--- config.mk ---
export PLATFORM = sky130hd
export DESIGN_NAME = fifo_stream_reader
export DESIGN_NICKNAME = d
export VERILOG_FILES = /design/src/rtl/fifo_stream_reader.sv
export SDC_FILE = /design/constraint.sdc
export NUM_CORES = 1
export LEC_CHECK = 0
export BUFFER_PORTS_ARGS = -buffer_cell sky130_fd_sc_hd__buf_4
export CAP_MARGIN = 30
export CORE_AREA = 2 2 51 71
export CTS_CLUSTER_DIAMETER = 60
export DETAILED_ROUTE_END_ITERATION = 8
export DIE_AREA = 0 0 53 73
export PLACE_DENSITY_LB_ADDON = 0.08
export SYNTH_ARGS = -nofsm -noshare
export SYNTH_HDL_FRONTEND = slang
export SYNTH_SLANG_ARGS = --single-unit
export TNS_END_PERCENT = 20
--- constraint.sdc ---
create_clock -name clk -period 2.5 [get_ports clk]
set_input_delay 0.125 -clock clk [delete_from_list [all_inputs] [get_ports clk]]
set_output_delay 0.125 -clock clk [all_outputs]
set_load 0.01 [all_outputs]
--- src/rtl/fifo_stream_reader.sv ---
// Read-side engine for a registered-read FIFO: issues pops, captures the
// returned words into a head/skid buffer and presents them as a valid/ready stream.
module fifo_stream_reader #(
  parameter int DATA_WIDTH = 8,
  parameter int CNT_WIDTH  = 16
) (
  input  logic                  clk,
  input  logic                  reset,
  input  logic                  fifo_empty,
  output logic                  fifo_rd,
  input  logic [DATA_WIDTH-1:0] fifo_rdata,
  input  logic                  flush,
  output logic                  m_valid,
  input  logic                  m_ready,
  output logic [DATA_WIDTH-1:0] m_data,
  output logic [CNT_WIDTH-1:0]  word_cnt
);

  logic [1:0]            buf_cnt;
  logic [1:0]            buf_cnt_nxt;
  logic                  pend;
  logic [DATA_WIDTH-1:0] head;
  logic [DATA_WIDTH-1:0] head_nxt;
  logic [DATA_WIDTH-1:0] skid;
  logic [DATA_WIDTH-1:0] skid_nxt;
  logic [CNT_WIDTH-1:0]  cnt;
  logic                  pop;
  logic                  cap;
  logic [2:0]            occ;

  assign m_valid  = (buf_cnt != 2'd0);
  assign m_data   = head;
  assign word_cnt = cnt;

  // Issue decision: occupancy counts the in-flight word so the buffer can never overflow
  always_comb begin
    pop     = (buf_cnt != 2'd0) & m_ready;
    cap     = pend & ~flush;
    occ     = {1'b0, buf_cnt} + {2'b00, pend} - {2'b00, pop};
    fifo_rd = ~reset & ~flush & ~fifo_empty & (occ <= 3'd1);
  end

  // Buffer update: the arriving word goes to head only if the buffer is empty after this pop
  always_comb begin
    buf_cnt_nxt = buf_cnt;
    head_nxt    = head;
    skid_nxt    = skid;
    if (flush) begin
      buf_cnt_nxt = 2'd0;
    end else begin
      buf_cnt_nxt = buf_cnt + {1'b0, cap} - {1'b0, pop};
    end
    if (pop && (buf_cnt == 2'd2)) begin
      head_nxt = skid;
    end else begin
      head_nxt = head;
    end
    if (cap) begin
      if (buf_cnt == {1'b0, pop}) begin
        head_nxt = fifo_rdata;
      end else begin
        skid_nxt = fifo_rdata;
      end
    end else begin
      skid_nxt = skid;
    end
  end

  // State registers
  always_ff @(posedge clk or posedge reset) begin
    if (reset) begin
      buf_cnt <= 2'd0;
      pend    <= 1'b0;
      head    <= {DATA_WIDTH{1'b0}};
      skid    <= {DATA_WIDTH{1'b0}};
      cnt     <= {CNT_WIDTH{1'b0}};
    end else begin
      buf_cnt <= buf_cnt_nxt;
      pend    <= fifo_rd;
      head    <= head_nxt;
      skid    <= skid_nxt;
      if (pop) begin
        cnt <= cnt + CNT_WIDTH'(1);
      end else begin
        cnt <= cnt;
      end
    end
  end

endmodule

; After elaboration in Yosys (flattened, before gate mapping)
; Cells that the tools add are included.
[totals]
regBits = 35
in_bits = 13
out_inout_bits = 26
elab_cells = 29
[op_classes]
add_sub_neg = 5
magnitude_cmp = 1
eq_ne = 2
mux = 4
n_bitwise = 9
reduce_logical = 3
[op_table]
columns = operator, n
row1 = $mux W8, 3
row2 = $add A16 B1 Y16 const B, 1
row3 = $and A1 B1 Y1, 5
row4 = $not A1 Y1, 4
row5 = $add A2 B1 Y3, 1
row6 = $le A3 B1 Y1 const B, 1
row7 = $sub A3 B1 Y3, 1
row8 = $add A2 B1 Y2, 1
row9 = $eq A2 B1 Y1, 1
row10 = $eq A2 B2 Y1 const B, 1
row11 = $mux W2, 1
row12 = $reduce_and A2 Y1, 1
row13 = $reduce_bool A2 Y1, 1
row14 = $sub A2 B1 Y2, 1
row15 = $logic_and A1 B1 Y1, 1

; Logic depth before layout (Yosys ltp)
; Gate-level depths: netlist of run 1.
[logic_depth]
word_depth = 6
mapped_depth = 8
mapped_depth_nobuf = 7

; Worst setup path after synthesis of run 1
; Ideal clock, no wire load.
[synth_path]
path_type = register to register
start = register buf_cnt[1]
end = register pend
arrival_time_ns = 2.120
required_time_ns = 2.323
setup_slack_ns = 0.203
path_stages_with_launch = 9
path_buffers = 1
synth_period_minus_slack_ns = 2.297
path_cell_list = dfrtp_1 buf_4 o21ai_2 xnor2_1 ha_1 inv_1 fa_1 nand2b_1 nor4_1
[synth_via]
elab_chain_len = 5
[synth_rtl]
columns = item, line
row1 = start: declaration, 19  ; logic [1:0] buf_cnt;
row2 = start signal: assignment, 78  ; buf_cnt <= buf_cnt_nxt;
row3 = "parallel branches: the longest is 2 deep, another holds $add A2 B1 Y3", --
row4 = $sub A3 B1 Y3 (*), 39  ; occ = {1'b0, buf_cnt} + {2'b00, pend} - {2'b00, pop};
row5 = $le A3 B1 Y1 (*), 40  ; fifo_rd = ~reset & ~flush & ~fifo_empty & (occ <= 3'd1);
row6 = $and A1 B1 Y1 (*), 40
row7 = net fifo_rd, 10  ; output logic fifo_rd,
row8 = end signal: assignment, 79  ; pend <= fifo_rd;
row9 = end: declaration, 21  ; logic pend;
; Mark *: on every way through the listed nets, which the timed path passes.
; A chain may end at the register's enable or synchronous reset.

; Final worst setup path of run 1
[layout_path]
start = register buf_cnt[0]
end = output port fifo_rd
[layout_via]
elab_chain_len = 5
[layout_rtl]
columns = item, line
row1 = "parallel branches: the longest is 2 deep, another holds $add A2 B1 Y3", --
row2 = $sub A3 B1 Y3 (*), 39
row3 = $le A3 B1 Y1 (*), 40
row4 = $and A1 B1 Y1 (*), 40
row5 = end: declaration, 10
; Every way passes the cells marked *.

==> summary.md, run 1 <==
| Metric | Value |
|---|---|
| Post-Syn Area per Cell | `between 10 and 15 um^2` |
| Status | `completed` |
| Worst slew margin | `62.03%` |
| Placed inst area | `0.001954 mm^2` |
| Seq/Total Area, Yosys | `54.43%` |
| Total of max-cap violations | `0` |
| Fin. Hold Viols | `0` |
| Hold_ws | `0.008180 ns` |
| Top cell type's share of synthesized area | `54.43%` |
| Vias in the first global route | `1,210` |
| I/O Buffers | `38` |
| H-tree depth | `2` |
| GRT Overall Usage | `19.20%` |
| Seq cells post-synth | `35` |
| Post-DR vias/cell | `about 5.1` |
| Chip Width | `53 um` |
| Overflow after GRT | `0` |
| Routed Wire Length | `3147 um` |
| Tcrit/Tclk final | `96.06%` |
| I/O pin count | `39` |
| Largest net degree at the start of global routing | `36` |
| DRT iter0 DRCs | `30` |
| Critical Path Sink Type | `output port` |
| Top cell type by total area after synthesis | `dfrtp_1` |
| Final Setup Violations | `0` |
| Nature of the critical path startpoint | `register` |
| Syn Std Cell Area | `0.001609 mm^2` |
| Avg WL per Cell | `13.86 um` |
| Count of cell types in the netlist | `29` |
| Filler cells | `approximately 290` |
| Final core occ | `between 60% and 70%` |
| Drt pass-1 iters | `4` |
| Via Count | `1,156` |
| Nets | `203` |
| Maximum clock insertion buffer count | `2` |
| Max FO, Critical Path | `3` |
| Peak supply drop | `0.5519 mV` |
| Total CTS buffers | `5` |
| Worst EP required | `2.38 ns` |
| Main area contributors after synthesis | `dfrtp_1, xnor2_1, mux2_2` |
| Layout Area Growth over Synthesis | `29.63%` |
| Initial antenna violation count | `0` |
| Data arrival, critical path | `around 2.3 ns` |
| Sinks on Clock Net | `35` |
| First-pass GRT wire length | `5354 um` |
| Post-DP HPWL | `2243 um` |
| Total core area | `0.003284 mm^2` |
| Remaining antenna violation count | `0` |
| Clock Tree Root | `clkbuf_8` |
| Clock transition at path regs | `0.07 ns` |
| CTS tree | `built` |
| Final instance area | `0.002086 mm^2` |
| Clk Latency, worst-skew pair | `0.29 ns` |
| Starting Density | `48.99%` |
| Residual DRC | `0` |
| Antenna Cells | `0` |
| P per Cell Area | `878.4 mW/mm^2` |
| Share of cells above drive strength 1 | `36.90%` |
| Synth Net Count | `roughly 150` |
| Slew @ Worst Pin | `0.5679 ns` |
| Die H | `73 um` |
| Final Wtd Congestion | `0.7559` |
| Num rows | `25` |
| Clock Skews | `0.004351 ns` |
| Ys Warns | `0` |
| Post-Syn Instances | `about 140` |
| Final Max Slew Viols | `0` |
| Die area | `0.003869 mm^2` |
| Fmax | `416.4 MHz` |
| Lkg Pwr | `1.083 nW` |
| Crit Path Class | `register to output port` |
| Hold crit path type | `input pin to register` |
| Minimum clock period after layout | `2.401 ns` |
==> power breakdown <==
part	leakage [nW]	switching (W)	internal [W]
clock network	0.0402	0.000209	0.000194
registers	0.465	0.000101	0.000710
logic	0.578	0.000285	0.000334
==> cell usage after synthesis, drive strengths merged <==
master and count:
fa 1, o2111ai 1, mux2 8, dfrtp 35, nand3b 1, and4 1, nor2b 2, nand2 16
xor2 6, nor3 1, inv 3, nor3b 1, nor2 7, nor4 1, o21ai 10, xnor2 14
and2 2, ha 3, and2b 1, clkbuf 1, nand4 3, nand2b 1, and3 1, mux2i 8
or2 1, buf 2, nand3 5
==> final timing paths <==
path / end / slack (ns) / cells past startpoint / from
min in group asynchronous: skid[5] / 0.50 / 4 / reset
min: buf_cnt[0] / 0.008 / 2 / flush
max in group asynchronous: buf_cnt[0] / 1.67 / 4 / reset
min reg2reg: word_cnt[15] / 0.48 / 1 / word_cnt[15]
max reg2reg: pend / 0.48 / 8 / buf_cnt[0]
max: fifo_rd / 0.1 / 8 / buf_cnt[0]
==> stage by stage <==
step / setup slack [ns] / cells / setup TNS, ns / power [W]
final: 0.09853 / 227 / 0 / 0.001832
after global routing: -0.0007427 / 227 / -0.0007427 / 0.001967
after CTS: 0.03060 / 225 / 0 / 0.001842
after detailed placement: 0.3328 / 215 / 0 / 0.001427
after global placement: 0.4518 / 215 / 0 / 0.001397
after floorplan: 0.2027 / 136 / 0 / 0.001162
==> layout make-up <==
| class | count | area [um^2] | area share [%] |
|---|---|---|---|
| repair buffers | 46 | 350.3 | 16.80 |
| clock buffers | 5 | 68.82 | 3.299 |
| inverters | 3 | 11.26 | 0.5399 |
| flip-flops and latches | 35 | 877.1 | 42.05 |
| well taps | 40 | 50.05 | 2.400 |
| clock inverters | 3 | 20.02 | 0.9598 |
| multi-input cells | 95 | 708.2 | 33.95 |
==> layout by cell type, fill, tap and decap left out, types with 3 or more instances in the layout <==
| cell | instances |
|---|---|
| nand2_1 | 16 |
| ha_1 | 3 |
| nand3_1 | 5 |
| mux2_2 | 8 |
| nor2_1 | 5 |
| nand4_1 | 3 |
| inv_1 | 3 |
| xnor2_1 | 14 |
| mux2i_1 | 8 |
| clkbuf_8 | 5 |
| dfrtp_1 | 34 |
| buf_4 | 44 |
| o21ai_0 | 8 |
| xor2_1 | 6 |
==> registers in the layout (all words and copies together), names as in the netlist <==
name	flops
word_cnt	16
m_data	8
skid	8
buf_cnt	2
pend	1
==> critical path, stage by stage, from the launching register on <==
cell,delay (ns)
dfrtp_2,0.42
o21ai_2,0.16
xnor2_1,0.14
ha_1,0.17
inv_1,0.05
fa_1,0.48
nand2b_1,0.06
nor4_2,0.32
buf_4,0.19
==> layer usage <==
layer  track usage [%]  wire [um]  up-vias
met1             21.76       1275      567
li1                  -          -      555
met4             9.402         61        0
met3             4.508        116        8
met5                 0          0        -
met2             33.06       1693       26
==> what timing repair did <==
item	CTS	global route
gates resized for setup	0	2
setup buffers	0	2
hold endpoints to repair	36	0
hold buffers	2	0
setup endpoints to repair	0	1
==> cell families (layout without fill, tap and decap cells) <==
| group | Yosys count | in the layout | synth area share [%] |
|---|---|---|---|
| AND/OR/NAND/NOR | 44 | 44 | 14.08 |
| flip-flops | 35 | 35 | 54.43 |
| XOR/XNOR | 20 | 20 | 10.89 |
| multiplexers | 16 | 16 | 10.58 |
| AO/OA/AOI/OAI | 11 | 11 | 4.510 |
| buffers and inverters | 6 | 57 | 1.943 |
| adder cells (fa/ha/maj) | 4 | 4 | 3.577 |
(Power assumes the default switching activity.)
==> run 2, diff against run 1 <==
--- a/config.mk
+++ b/config.mk
@@ -7,10 +7,10 @@
 export LEC_CHECK = 0
 export BUFFER_PORTS_ARGS = -buffer_cell sky130_fd_sc_hd__buf_4
 export CAP_MARGIN = 30
-export CORE_AREA = 2 2 51 71
+export CORE_AREA = 2 2 57 81
 export CTS_CLUSTER_DIAMETER = 60
 export DETAILED_ROUTE_END_ITERATION = 8
-export DIE_AREA = 0 0 53 73
+export DIE_AREA = 0 0 59 83
 export PLACE_DENSITY_LB_ADDON = 0.08
 export SYNTH_ARGS = -nofsm -noshare
 export SYNTH_HDL_FRONTEND = slang
==> run 2 against run 1 <==
Net effect:
- register-to-register slack better by 0.17 ns
- critical path depth unchanged
- flip-flop and latch count unchanged
- die area up 27%
- combinational power down 3.6%
- cell area up 0.72%
- clock power up 27%
- hold slack better by 0.0085 ns
- sequential power up 0.5%
- non-clock buffer count down 2
- critical path type unchanged
- largest cell class unchanged
- highest routed layer unchanged
==> summary.md, run 2 (same netlist as run 1, synthesis figures left out) <==
| Metric | Value |
|---|---|
| Most common cell after layout, fill and taps aside | `buf_4 (unchanged)` |
| Layout Area Growth over Synthesis | `30.56% (was 29.63%)` |
| Final Wtd Congestion | `0.8095 (was 0.7559)` |
| Worst R2R Setup Slack | `0.65 ns (was 0.48 ns)` |
| Hold crit path type | `input pin to register (unchanged)` |
| Antenna Cells | `0 (unchanged)` |
| Unrepaired setup endpoints after global routing | `false` |
| Die H | `83 um (was 73 um)` |
| Data arrival, critical path | `2.21 ns (was 2.28 ns)` |
| Share of cells above drive strength 1 | `36.22% (was 36.90%)` |
| Max reg flops | `16 (unchanged)` |
| Total core area | `0.004134 mm^2 (was 0.003284 mm^2)` |
| Routed Wire Length | `3229 um (was 3147 um)` |
| H-tree depth | `2 (unchanged)` |
| Lkg Pwr | `1.090 nW (was 1.083 nW)` |
| Clock power share | `26.6% (was 22.0%)` |
| Switch Pwr | `0.0005935 W (was 0.0005947 W)` |
| Filler cells | `411 (was 287)` |
| WHS Endpoint | `buf_cnt[0] (unchanged)` |
| Num rows | `28 (was 25)` |
| Clk Latency, worst-skew pair | `0.29 ns (about the same)` |
| GRT Overall Usage | `14.78% (was 19.20%)` |
| Overflow after GRT | `0 (unchanged)` |
| Post-DR vias/cell | `5.030 (was 5.093)` |
| Tcrit/Tclk final | `93.32% (was 96.06%)` |
| Worst hold path depth | `2 (unchanged)` |
| I/O pin count | `39 (unchanged)` |
| Clock Skews | `0.004736 ns (was 0.004351 ns)` |
| Residual DRC | `0 (unchanged)` |
| Worst slew margin | `50.31% (was 62.03%)` |
| Clock transition at path regs | `0.07 ns (about the same)` |
| Critical Path Sink Type | `output port (unchanged)` |
| Maximum clock insertion buffer count | `2 (unchanged)` |
| Starting Density | `38.92% (was 48.99%)` |
| Via Count | `1,157 (was 1,156)` |
| Initial antenna violation count | `0 (unchanged)` |
| Vias in the first global route | `1,162 (was 1,210)` |
| Clock Tree Root | `clkbuf_8 (unchanged)` |
| Largest net degree at the start of global routing | `20 (was 36)` |
| Pint | `0.001329 W (was 0.001238 W)` |
| Setup Buffers After CTS | `0 (unchanged)` |
| Most frequent cells in the layout | `buf_4, dfrtp_1, nand2_1 (unchanged)` |
| Total of max-cap violations | `0 (unchanged)` |
| Crit Path Class | `register to output port (unchanged)` |
| Max FO, Critical Path | `7 (was 3)` |
| I/O Buffers | `38 (unchanged)` |
| Sequential Power Share | `42.4% (was 44.3%)` |
| Reg-to-Reg Start | `buf_cnt[0] (unchanged)` |
| Drt pass-1 iters | `4 (unchanged)` |
| Worst EP required | `2.38 ns (about the same)` |
| Final Setup Violations | `0 (unchanged)` |
| Worst reg2reg path depth | `7 (was 8)` |
| DRT iter0 DRCs | `46 (was 30)` |
| Die area | `0.004897 mm^2 (was 0.003869 mm^2)` |
| Total negative setup slack | `0 ns (unchanged)` |
| Avg WL per Cell | `14.04 um (was 13.86 um)` |
| Sinks on Clock Net | `35 (unchanged)` |
| Worst R2R End | `pend (unchanged)` |
| Final Max Slew Viols | `0 (unchanged)` |
| Nature of the critical path startpoint | `register (unchanged)` |
| Chip Width | `59 um (was 53 um)` |
| Status | `completed (unchanged)` |
| Post-DP HPWL | `2383 um (was 2243 um)` |
| Minimum clock period after layout | `2.333 ns (was 2.401 ns)` |
| Peak supply drop | `0.4183 mV (was 0.5519 mV)` |
| Final core occ | `50.82% (was 63.50%)` |
| P per Cell Area | `915.0 mW/mm^2 (was 878.4 mW/mm^2)` |
| Remaining antenna violation count | `0 (unchanged)` |
| Net Sw Frac | `30.88% (was 32.46%)` |
| Slew @ Worst Pin | `0.7445 ns (was 0.5679 ns)` |
| HP Start | `flush (unchanged)` |
| First-pass GRT wire length | `5520 um (was 5354 um)` |
| Fmax | `428.6 MHz (was 416.4 MHz)` |
| Fin. Hold Viols | `0 (unchanged)` |
| CTS tree | `built (unchanged)` |
| Logic pwr share | `31.0% (was 33.8%)` |
| Nets | `201 (was 203)` |
| Total CTS buffers | `5 (unchanged)` |
-- run 2: critical path: stages, from the launching register on --
cell and delay, ns:
dfrtp_2 0.45, o21ai_2 0.18, xnor2_1 0.13, ha_1 0.16, inv_1 0.05, fa_1 0.47, nand2b_1 0.07, nor4_2 0.25
buf_4 0.17
-- run 2: layer usage --
layer	vias to the layer above	GRT usage (%)	part of all wire, %
met5	-	0	0
li1	553	-	-
met2	28	23.84	51
met4	0	5.579	1.7
met1	571	17.93	43
met3	5	4.829	4.5
-- run 2: how the worst max path moves through the flow --
stage                     from      end  slack, ns  cells past startpoint
floorplan           buf_cnt[1]     pend       0.20                      8
global placement    buf_cnt[0]  fifo_rd       0.43                      8
detailed placement  buf_cnt[0]  fifo_rd       0.36                      8
CTS                 buf_cnt[0]  fifo_rd       0.05                      8
global route        buf_cnt[0]  fifo_rd       0.01                      8
finish              buf_cnt[0]  fifo_rd       0.17                      8
-- run 2: cell type report --
type                    instances  area [um^2]  share of cell area [%]
well taps                      45        56.30                   2.680
repair buffers                 44        335.3                   15.96
clock buffers                   5        68.82                   3.276
multi-input cells              95        708.2                   33.71
flip-flops and latches         35        877.1                   41.75
inverters                       3        11.26                  0.5360
clock inverters                 3        43.79                   2.085
-- run 2: timing repair --
item / in CTS / in global routing
resized for setup: 0 / 2
setup endpoints to repair: 0 / 1
hold buffers: 2 / 0
endpoints found under the hold margin: 19 / 0
-- run 2: power groups by stage --
stage / Combinational (W) / Sequential, W / Clock, W
floorplan: 0.000310 / 0.000852 / 0
global placement: 0.000583 / 0.000819 / 0
detailed placement: 0.000598 / 0.000827 / 0
CTS: 0.000604 / 0.000815 / 0.000526
global route: 0.000668 / 0.000837 / 0.000556
finish: 0.000597 / 0.000815 / 0.000511
-- run 2: metrics by stage --
step	setup WS, ns	hold WS [ns]	total power, W	area, um^2	cells
2_1_floorplan	0.2027	0.1906	0.001162	1609	136
3_3_place_gp	0.4267	0.2999	0.001402	1961	220
3_5_place_dp	0.3612	0.3013	0.001425	1961	220
4_1_cts	0.04996	0.01261	0.001945	2093	230
5_1_grt	0.01032	0.008998	0.002061	2101	230
6_report	0.1669	0.01666	0.001922	2101	230
